$ cat src/rtl/pipe_mem_stage.sv
// MEM stage of the pipelined CPU plus the MEM/WB register: drives a variable-latency data
// memory over a req/ready handshake, stalls upstream while an access is pending, flags faults.
module pipe_mem_stage #(
  parameter int WAIT_LIMIT = 255
) (
  input  logic        clk,
  input  logic        rst,
  input  logic        mvalid,
  input  logic        mwreg,
  input  logic        mm2reg,
  input  logic        mwmem,
  input  logic [31:0] malu,
  input  logic [31:0] mb,
  input  logic [4:0]  mrn,
  output logic        dmem_req,
  output logic        dmem_we,
  output logic [31:0] dmem_addr,
  output logic [31:0] dmem_wdata,
  input  logic [31:0] dmem_rdata,
  input  logic        dmem_ready,
  output logic        mem_stall,
  output logic        wvalid,
  output logic        wwreg,
  output logic        wm2reg,
  output logic [31:0] wmo,
  output logic [31:0] walu,
  output logic [4:0]  wrn,
  output logic        wexc,
  output logic [1:0]  wcause,
  output logic        dbg_state
);

  // Handshake: dmem_req is held with stable we/addr/wdata until the cycle dmem_ready=1;
  // that cycle completes the access. dmem_ready with dmem_req=0 has no effect.

  typedef enum logic {IDLE = 1'b0, WAIT = 1'b1} state_t;

  localparam logic [7:0] LIMIT = 8'(WAIT_LIMIT);

  state_t     state;
  logic [7:0] wcnt;
  logic       memop;
  logic       mis;
  logic       abort;
  logic       done;

  assign memop = mvalid & (mm2reg | mwmem) & ~rst;
  assign mis   = memop & (malu[1:0] != 2'b00);

  assign dmem_req   = ~rst & (((state == IDLE) & memop & ~mis) | (state == WAIT));
  assign dmem_we    = mwmem;
  assign dmem_addr  = malu;
  assign dmem_wdata = mb;

  // Ready beats the limit when both land in the same cycle.
  assign abort     = ~rst & (state == WAIT) & (wcnt == LIMIT) & ~dmem_ready;
  assign done      = dmem_req & dmem_ready;
  assign mem_stall = dmem_req & ~dmem_ready & ~abort;
  assign dbg_state = (state == WAIT);

  always_ff @(posedge clk) begin
    if (rst) begin
      state <= IDLE;
      wcnt  <= 8'd0;
    end else begin
      case (state)
        IDLE: begin
          if (dmem_req & ~dmem_ready) begin
            state <= WAIT;
            wcnt  <= 8'd1;
          end
        end
        WAIT: begin
          if (dmem_ready | abort) begin
            state <= IDLE;
            wcnt  <= 8'd0;
          end else if (wcnt != LIMIT) begin
            wcnt <= wcnt + 8'd1;
          end
        end
        default: begin
          state <= IDLE;
          wcnt  <= 8'd0;
        end
      endcase
    end
  end

  always_ff @(posedge clk) begin
    if (rst) begin
      wvalid <= 1'b0;
      wwreg  <= 1'b0;
      wm2reg <= 1'b0;
      wmo    <= 32'd0;
      walu   <= 32'd0;
      wrn    <= 5'd0;
      wexc   <= 1'b0;
      wcause <= 2'b00;
    end else if (mem_stall) begin
      // Bubble into WB; data fields keep their last values.
      wvalid <= 1'b0;
      wwreg  <= 1'b0;
      wexc   <= 1'b0;
      wcause <= 2'b00;
    end else begin
      wvalid <= mvalid;
      wwreg  <= mvalid & mwreg & ~mis & ~abort;
      wm2reg <= mm2reg;
      walu   <= malu;
      wrn    <= mrn;
      wexc   <= mis | abort;
      wcause <= mis ? 2'b01 : (abort ? 2'b10 : 2'b00);
      if (done & ~mwmem) wmo <= dmem_rdata;
    end
  end

endmodule

$ cat config.mk
export PLATFORM = sky130hd
export DESIGN_NAME = pipe_mem_stage
export DESIGN_NICKNAME = d
export VERILOG_FILES = /design/src/rtl/pipe_mem_stage.sv
export SDC_FILE = /design/constraint.sdc
export NUM_CORES = 1
export LEC_CHECK = 0
export CAP_MARGIN = 5
export CORE_MARGIN = 4
export CORE_UTILIZATION = 39
export CTS_CLUSTER_SIZE = 14
export DETAILED_ROUTE_END_ITERATION = 8
export PLACE_DENSITY = 0.82
export REMOVE_ABC_BUFFERS = 1
export SKIP_LAST_GASP = 1
export SYNTH_ARGS = -nofsm -noshare
export SYNTH_HDL_FRONTEND = slang
export SYNTH_SLANG_ARGS = --single-unit
$ cat constraint.sdc
create_clock -name clk -period 3.3 [get_ports clk]
set_input_delay 0.66 -clock clk [delete_from_list [all_inputs] [get_ports clk]]
set_output_delay 0.66 -clock clk [all_outputs]
set_load 0.01 [all_outputs]
==> impl_metrics.csv, run 1 <==
group,metric,value,unit
clocking,cts_sinks,84,
clocking,cts_hold_buf,0,
pwr,ir_drop,240,uV
critical_path,crit_path_max_incr_delay,0.60,ns
clocking,path_clk_slew,0.08,ns
critical_path,r2r_start,"wcnt[0]",
drt,drt-wirelength-per-cell,17.1,um
logic_synthesis,syn_avg_cell_area,9.43,sq um
die,core.rowCount,36,
die,ios,251,
clocking,post_cts_resized,0,
global_route,grt_pass1_wl,17000,um
placed_design,placed_cell_area,5310,sq um
drt,firstDrtPassIters,5,
critical_path,worstPathArrival,2.44,ns
global_route,antenna_found_initial,0,
timing,fin_skew,0.00500,ns
clocking,clk_latency,0.34,ns
timing,hold_viol,0,
logic_synthesis,ys.warnings.count,0,
hold_path,hold_start,"wmo[1]",
placed_design,io_buffers,186,
drt,wl,11300,um
timing,rsz0062_at_grt,"no",
hold_path,hp-class,"flip-flop to flip-flop",
timing,max_slew_margin,32.4,%
critical_path,cp-start-kind,"input port",
global_route,grt_max_degree,72,
finish,antennaDiodeCount,0,
logic_synthesis,syn_inst,409,
critical_path,cp_max_fo,4,
timing,finalMaxSlewViolations,0,
timing,tns,0,ns
finish,finish.net_count,630,
timing,worst_pin_slew,1.01,ns
hold_path,min_delay_path_depth,2,
pwr,powerDensity,381,nW/um^2
critical_path,rr_endpoint,"walu[24]",
die,dieWidth,107,um
drt,vias_per_cell,5.04,
clocking,cts_tree,"done",
placed_design,hpwlAfterDp,8490,um
global_route,grt_usage,19.0,%
logic_synthesis,ys_ff_latch,84,
global_route,gr-total-overflow,0,
finish,drive_above_1_share,12.4,%
drt,final_antenna_net_count,0,
logic_synthesis,synth.yosys.seq_area_share,43.6,%
placed_design,post-place-ws,0.221,ns
placed_design,gp_congestion,0.799,
die,start_util,39.8,%
finish,syn2layout_area_growth,42.6,%
clocking,numCtsBuffers,9,
hold_path,min_to,"wmo[1]",
clocking,cts-root-buf,"clkbuf_8",
clocking,cts_setup_buffers,0,
timing,fmaxAchievable,322,MHz
timing,finalCriticalPeriod,3.10,ns
critical_path,cp_slowest_cell,"clkdlybuf4s50_1",
finish,design_area,5500,sq um
timing,setup_ws,0.195,ns
critical_path,reg2regPathDepth,6,
critical_path,worst_path_most_repeated_cell,"clkdlybuf4s50_1",
clocking,h-tree-depth,3,
drt,drtIter0Drc,187,
run,cap_violations,0,
die,die_y,107,um
drt,drc,0,
die,dieArea,11500,sq um
timing,setup_violations,0,
critical_path,worstPathCellList,"clkdlybuf4s50_1 > or2_0 > a31oi_4 > a211oi_4 > clkdlybuf4s50_1",
drt,num_vias,3316,
clocking,cts_max_path_buffers,2,
critical_path,required,2.64,ns
status,status,"complete, no violations",
global_route,grt_pass1_vias,3324,
critical_path,endpoint_kind,"output port",
critical_path,reg2reg_slack,1.09,ns
timing,fin_crit_sh,94.1,%
critical_path,worst-setup-path-type,"input port to output port",
die,fp.coreArea,9680,sq um
timing,hold_slack,0.477,ns
pwr,p_leak,0.00195,uW
logic_synthesis,synth.distinct_cells,40,
logic_synthesis,netlist_area,3850,sq um
report_power, final:
group	total (uW)	leakage, uW	internal (uW)	switching (uW)
Combinational	347	0.00116	213	133
Clock	683	0.0000986	351	332
Sequential	1060	0.000688	1050	16.5
sequential cells by signal, indices dropped and copies added, names as in the netlist:
| signal | flops |
|---|---|
| wvalid | 1 |
| wmo | 32 |
| wcnt | 8 |
| walu | 32 |
| wwreg | 1 |
| wrn | 5 |
| wm2reg | 1 |
| wcause | 2 |
| wexc | 1 |
| dbg_state | 1 |
metrics by stage:
step           power, uW  utilization [%]  instances
5_1_grt             2200             56.7        658
3_5_place_dp        1440             54.8        643
4_1_cts             2130             56.7        658
3_3_place_gp        1430             54.8        643
6_report            2090             56.7        658
2_1_floorplan       1180                -        318
cell usage in the layout, fill, tap and decap left out, drive strengths merged, types with 2 or more instances in the layout:
| cell | count |
|---|---|
| a31oi | 4 |
| o21ai | 37 |
| nand2b | 2 |
| mux2 | 38 |
| nor3b | 2 |
| nor2 | 8 |
| buf | 7 |
| clkdlybuf4s50 | 185 |
| dfxtp | 84 |
| clkbuf | 14 |
| and2b | 2 |
| nand2 | 4 |
| inv | 3 |
| a21oi | 38 |
| nor4 | 2 |
| nor2b | 39 |
| a211oi | 2 |
| nand3 | 36 |
how the worst max path moves through the flow:
stage	startpoint	to	cells past startpoint
2_1_floorplan	mwmem	mem_stall	3
3_3_place_gp	mwmem	mem_stall	5
3_5_place_dp	mwmem	mem_stall	5
4_1_cts	mwmem	mem_stall	5
5_1_grt	mwmem	mem_stall	5
6_report	mwmem	mem_stall	5
final cells by class:
cell class | instances | area [sq um]
fillers | 849 | 4190
repair buffers | 192 | 1900
flip-flops and latches | 84 | 1680
multi-input cells | 231 | 1550
clock buffers | 14 | 183
well taps | 133 | 166
inverters | 3 | 11.3
clock inverters | 1 | 5.00
routing by layer:
layer | share of wire [%] | vias up | GRT usage, %
met4 | 1.4 | 0 | 7.12
met1 | 41 | 1534 | 21.9
li1 | - | 1566 | -
met2 | 44 | 204 | 29.0
met3 | 14 | 12 | 10.9
met5 | 0 | - | 2.38
synth_stat cells, drive strengths merged:
| cell | n | area share [%] |
|---|---|---|
| ha | 1 | 0.32 |
| dfxtp | 84 | 44 |
| nor3b | 2 | 0.39 |
| nand2b | 2 | 0.32 |
| a211oi | 2 | 0.71 |
| and2b | 2 | 0.45 |
| nor3 | 1 | 0.13 |
| o21a | 1 | 0.19 |
| nand2 | 4 | 0.39 |
| or2 | 1 | 0.16 |
| a31oi | 4 | 1.0 |
| a311oi | 1 | 0.23 |
| nand4 | 1 | 0.16 |
| inv | 3 | 0.29 |
| nor4 | 2 | 0.32 |
| a41oi | 1 | 0.23 |
| o21ai | 37 | 4.8 |
| o32a | 1 | 0.26 |
| nor2 | 8 | 0.84 |
| a21oi | 38 | 4.9 |
| o2bb2a | 1 | 0.26 |
| nand3 | 36 | 4.7 |
| a21o | 1 | 0.19 |
| xnor2 | 1 | 0.23 |
| and4b | 1 | 0.26 |
| buf | 73 | 14 |
| clkbuf | 18 | 1.8 |
| mux2 | 38 | 11 |
| o41ai | 1 | 0.23 |
| a2bb2oi | 1 | 0.23 |
| a311o | 1 | 0.26 |
| a22o | 1 | 0.23 |
| nor2b | 39 | 6.3 |
| or3 | 1 | 0.16 |
critical path, delay by kind of cell:
family | cells | cell delay [ns]
AOI/OAI and AO/OA | 2 | 0.42
buffers and inverters | 2 | 1.12
and+or+nand+nor | 1 | 0.24
cells by family (layout without fill, tap and decap cells):
kind of cell / count (synthesis) / after routing / share of synthesized area, %
compound gates: 91 / 91 / 13.8
xor+xnor: 1 / 1 / 0.227
flops: 84 / 84 / 43.6
simple gates: 100 / 100 / 14.6
buf+inv: 94 / 210 / 16.3
mux: 38 / 38 / 11.1
fa+ha+maj: 1 / 1 / 0.325
No activity file was read; power rests on OpenSTA's default activity.
==> run 2, diff against run 1 <==
Settings changed: CORE_UTILIZATION 39 to 40, CTS_BUF_LIST set to sky130_fd_sc_hd__clkbuf_8, PLACE_DENSITY 0.82 to 0.84.
==> run 2 against run 1 <==
Sequential share of layout area increased by 0.077 points. Sequential power barely moved. Cell count fell by 0.30%. Largest cell class unchanged. Highest routed layer is now met5.
==> impl_metrics.csv, run 2 (same netlist as run 1, synthesis figures left out) <==
group,metric,value,unit
finish,antennaDiodeCount,0,
finish,drive_above_1_share,12.7,%
critical_path,cp_max_fo,4,
global_route,gr-total-overflow,0,
critical_path,startpoint,"mvalid",
timing,finalMaxSlewViolations,0,
timing,max_slew_margin,33.2,%
pwr,powerDensity,369,nW/um^2
clocking,clk_latency,0.33,ns
global_route,grt_pass1_vias,3405,
clocking,h-tree-depth,3,
die,die_y,106,um
critical_path,worstSetupEndpoint,"mem_stall",
pwr,power,2020,uW
finish,finish.net_count,633,
clocking,cts_hold_buf,0,
timing,setup_violations,0,
timing,fin_skew,0.00702,ns
clocking,cts_tree,"done",
critical_path,reg2regPathDepth,6,
die,fp.coreArea,9330,sq um
run,cap_violations,0,
drt,drc,0,
drt,num_vias,3350,
die,dieWidth,106,um
critical_path,worst-setup-path-type,"input port to output port",
clocking,post_cts_resized,0,
status,status,"complete, no violations",
clocking,cts-root-buf,"clkbuf_8",
timing,hold_viol,0,
clocking,cts_max_path_buffers,2,
critical_path,rr_endpoint,"wrn[4]",
finish,design_area,5480,sq um
global_route,grt_max_degree,45,
critical_path,required,2.64,ns
die,core.rowCount,35,
global_route,grt_usage,19.5,%
critical_path,endpoint_kind,"output port",
pwr,p_leak,0.00196,uW
timing,finalCriticalPeriod,3.12,ns
critical_path,cp-start-kind,"input port",
finish,top_regs,"walu (32), wmo (32), wcnt (8)",
finish,final_cell_mix,"clkdlybuf4s50_1 (185), dfxtp_1 (84), nor2b_1 (39)",
global_route,grt_pass1_wl,17600,um
hold_path,hp-class,"flip-flop to flip-flop",
critical_path,r2r_start,"wcnt[0]",
placed_design,gp_congestion,0.819,
critical_path,crit_path_max_incr_delay,0.63,ns
timing,rsz0062_at_grt,"no",
critical_path,worstPathCellList,"clkdlybuf4s50_1 > and2b_2 > a31oi_4 > a211oi_4 > clkdlybuf4s50_1",
placed_design,hpwlAfterDp,8760,um
critical_path,worst_path_most_repeated_cell,"clkdlybuf4s50_1",
clocking,cts_sinks,84,
finish,layout_commonest_cell,"clkdlybuf4s50_1",
critical_path,worstPathArrival,2.46,ns
finish,syn2layout_area_growth,42.2,%
timing,fin_crit_sh,94.4,%
timing,fmaxAchievable,321,MHz
placed_design,placed_cell_area,5330,sq um
die,dieArea,11300,sq um
drt,drtIter0Drc,144,
drt,drt-wirelength-per-cell,17.3,um
clocking,numCtsBuffers,9,
timing,worst_pin_slew,1.00,ns
drt,final_antenna_net_count,0,
die,start_util,41.3,%
timing,hold_slack,0.477,ns
timing,tns,0,ns
die,ios,251,
clocking,cts_setup_buffers,0,
critical_path,reg2reg_slack,1.04,ns
drt,wl,11300,um
drt,vias_per_cell,5.11,
finish,fill_cells,830,
drt,firstDrtPassIters,5,
pwr,ir_drop,205,uV
clocking,path_clk_slew,0.07,ns
placed_design,io_buffers,186,
global_route,antenna_found_initial,0,
critical_path,cp_slowest_cell,"clkdlybuf4s50_1",
==> run 2: cell type report <==
cell class,count,area [sq um],share of cell area [%]
Inverter,3,11.3,0.205
Clock buffer,10,138,2.51
Multi-Input combinational cell,231,1550,28.2
Sequential cell,84,1680,30.7
Timing Repair Buffer,195,1920,35.1
Clock inverter,4,18.8,0.342
Tap cell,129,161,2.94
==> run 2: worst min path at each step <==
stage | to | start | slack [ns] | depth (start not counted)
floorplan | wcnt[6] | wcnt[6] | 0.44 | 1
global route | wmo[24] | wmo[24] | 0.50 | 2
detailed placement | wmo[28] | wmo[28] | 0.47 | 2
global placement | wmo[28] | wmo[28] | 0.46 | 2
finish | wmo[28] | wmo[28] | 0.48 | 2
CTS | wmo[28] | wmo[28] | 0.48 | 2
==> run 2: per-layer routing <==
layer	vias to the layer above	track usage [%]	wire (um)
met4	2	5.55	144
met3	15	10.6	1540
met1	1546	22.7	4620
met2	203	30.6	5010
met5	-	2.38	33
li1	1584	-	-
==> run 2: stage by stage <==
step	instances	utilization, %	setup WS (ns)
6_report	656	58.8	0.184
5_1_grt	656	58.8	0.0689
4_1_cts	656	58.8	0.173
3_5_place_dp	642	57.1	0.183
3_3_place_gp	642	57.1	0.216
2_1_floorplan	318	-	0.155
==> run 2: worst max-delay path, delay by kind of cell <==
kind / cells / cell delay, ns
buffers and inverters: 2 / 1.16
AO/OA/AOI/OAI: 2 / 0.40
AND/OR/NAND/NOR: 1 / 0.22
==> run 2: power breakdown <==
part	internal (uW)	total, uW	switching [uW]
logic	216	350	135
clock network	279	604	325
registers	1050	1070	17.5
==> run 3, diff against run 2 <==
Settings changed: CORE_MARGIN 4 to 8.
==> run 3 against run 2 <==
Critical path depth is the same. Count of clock-buffer cells in the layout shrank 1. Final area increased by 0.75%. Largest cell class unchanged.
==> impl_metrics.csv, run 3 (same netlist as run 1, synthesis figures left out) <==
group,metric,value,unit
clocking,cts_sinks,84,
critical_path,cp_max_fo,4,
die,dieArea,13000,sq um
critical_path,required,2.64,ns
drt,firstDrtPassIters,4,
hold_path,hp-class,"flip-flop to flip-flop",
clocking,cts_hold_buf,0,
clocking,cts_max_path_buffers,2,
critical_path,worst_path_most_repeated_cell,"clkdlybuf4s50_1",
timing,tns,0,ns
die,ios,251,
clocking,h-tree-depth,3,
critical_path,worstPathCellList,"clkdlybuf4s50_1 > and2b_2 > a31oi_4 > a211oi_4 > clkdlybuf4s50_1",
critical_path,worst-setup-path-type,"input port to output port",
global_route,grt_pass1_wl,18200,um
global_route,grt_usage,18.0,%
critical_path,reg2regPathDepth,6,
finish,syn2layout_area_growth,43.3,%
critical_path,cp-start-kind,"input port",
pwr,power.net_switching,506,uW
die,fp.coreArea,9550,sq um
critical_path,r2r_start,"wcnt[0]",
clocking,numCtsBuffers,9,
drt,vias_per_cell,5.03,
global_route,antenna_found_initial,0,
finish,drive_above_1_share,12.8,%
pwr,p_leak,0.00197,uW
die,die_y,114,um
clocking,post_cts_resized,0,
timing,fin_crit_sh,94.0,%
timing,rsz0062_at_grt,"no",
critical_path,crit_path_max_incr_delay,0.64,ns
placed_design,gp_congestion,0.833,
clocking,cts_tree,"done",
hold_path,min_delay_path_depth,2,
critical_path,startpoint,"mvalid",
clocking,clk_latency,0.35,ns
timing,max_slew_margin,33.5,%
timing,hold_viol,0,
global_route,gr-total-overflow,0,
status,status,"complete, no violations",
pwr,power,2110,uW
finish,top_regs,"walu (32), wmo (32), wcnt (8)",
critical_path,worstPathArrival,2.44,ns
drt,final_antenna_net_count,0,
hold_path,hold_start,"wmo[31]",
critical_path,endpoint_kind,"output port",
pwr,clkPwrFrac,32.9,%
die,core.rowCount,36,
timing,fmaxAchievable,322,MHz
die,dieWidth,114,um
pwr,p_comb_share,16.7,%
pwr,seqPwrFrac,50.4,%
critical_path,cp_slowest_cell,"clkdlybuf4s50_1",
pwr,swShare,24.0,%
die,start_util,40.4,%
placed_design,hpwlAfterDp,9350,um
clocking,path_clk_slew,0.09,ns
pwr,powerDensity,382,nW/um^2
drt,drc,0,
finish,layout_commonest_cell,"clkdlybuf4s50_1",
clocking,cts_setup_buffers,0,
drt,drtIter0Drc,195,
finish,final_cell_mix,"clkdlybuf4s50_1 (185), dfxtp_1 (84), nor2b_1 (39)",
pwr,p_int,1600,uW
global_route,grt_max_degree,49,
drt,wl,12000,um
drt,drt-wirelength-per-cell,18.1,um
timing,finalMaxSlewViolations,0,
timing,fin_skew,0.0105,ns
placed_design,io_buffers,186,
finish,antennaDiodeCount,0,
global_route,grt_pass1_vias,3450,
run,cap_violations,0,
pwr,ir_drop,259,uV
timing,setup_violations,0,
clocking,cts-root-buf,"clkbuf_8",
timing,worst_pin_slew,0.998,ns
finish,finish.net_count,634,
drt,num_vias,3333,
timing,finalCriticalPeriod,3.10,ns
==> run 3: changes by cell type in the layout (fill, tap and decap cells not counted), sizes merged <==
cell and delta:
bufinv +1, buf +1, clkbuf -1, clkinv -2, inv +2, clkinvlp +2
==> run 3: final cells by class <==
cell class	count	area [sq um]
sequential	84	1680
fill	838	4030
multi-input combinational	231	1550
timing repair buffer	196	1930
clock inverter	7	61.3
inverter	3	11.3
clock buffer	9	124
tap	133	166
==> run 3: per-stage QoR <==
stage,util (%),area (sq um),instances,setup WS (ns),hold slack (ns)
4_1_cts,57.8,5520,663,0.160,0.480
3_3_place_gp,55.9,5340,647,0.181,0.460
3_5_place_dp,55.9,5340,647,0.159,0.469
6_report,57.8,5520,663,0.197,0.480
2_1_floorplan,-,3240,318,0.155,0.439
5_1_grt,57.8,5520,663,0.114,0.504
==> run 3: path summary, 6_finish.rpt <==
path	end	slack, ns
max	mem_stall	0.20
min	wmo[31]	0.48
max reg2reg	walu[6]	1.09
min reg2reg	wmo[31]	0.48
==> run 3: power groups by stage <==
| stage | sequential, uW | clock [uW] | combinational [uW] |
|---|---|---|---|
| 2_1_floorplan | 1100 | 0 | 74.4 |
| 3_3_place_gp | 1090 | 0 | 350 |
| 3_5_place_dp | 1090 | 0 | 355 |
| 4_1_cts | 1060 | 725 | 357 |
| 5_1_grt | 1070 | 764 | 379 |
| 6_report | 1060 | 694 | 353 |
==> run 3: critical path, delay by kind of cell <==
family / cells / cell delay [ns]
simple gates: 1 / 0.22
compound gates: 2 / 0.40
buf+inv: 2 / 1.16
==> run 3: per-layer routing <==
layer,vias up,GRT usage (%),share of wire (%)
met1,1542,19.6,41
met5,-,2.90,0
met3,13,12.4,16
met4,0,7.28,1.5
met2,199,26.3,42
li1,1579,-,-
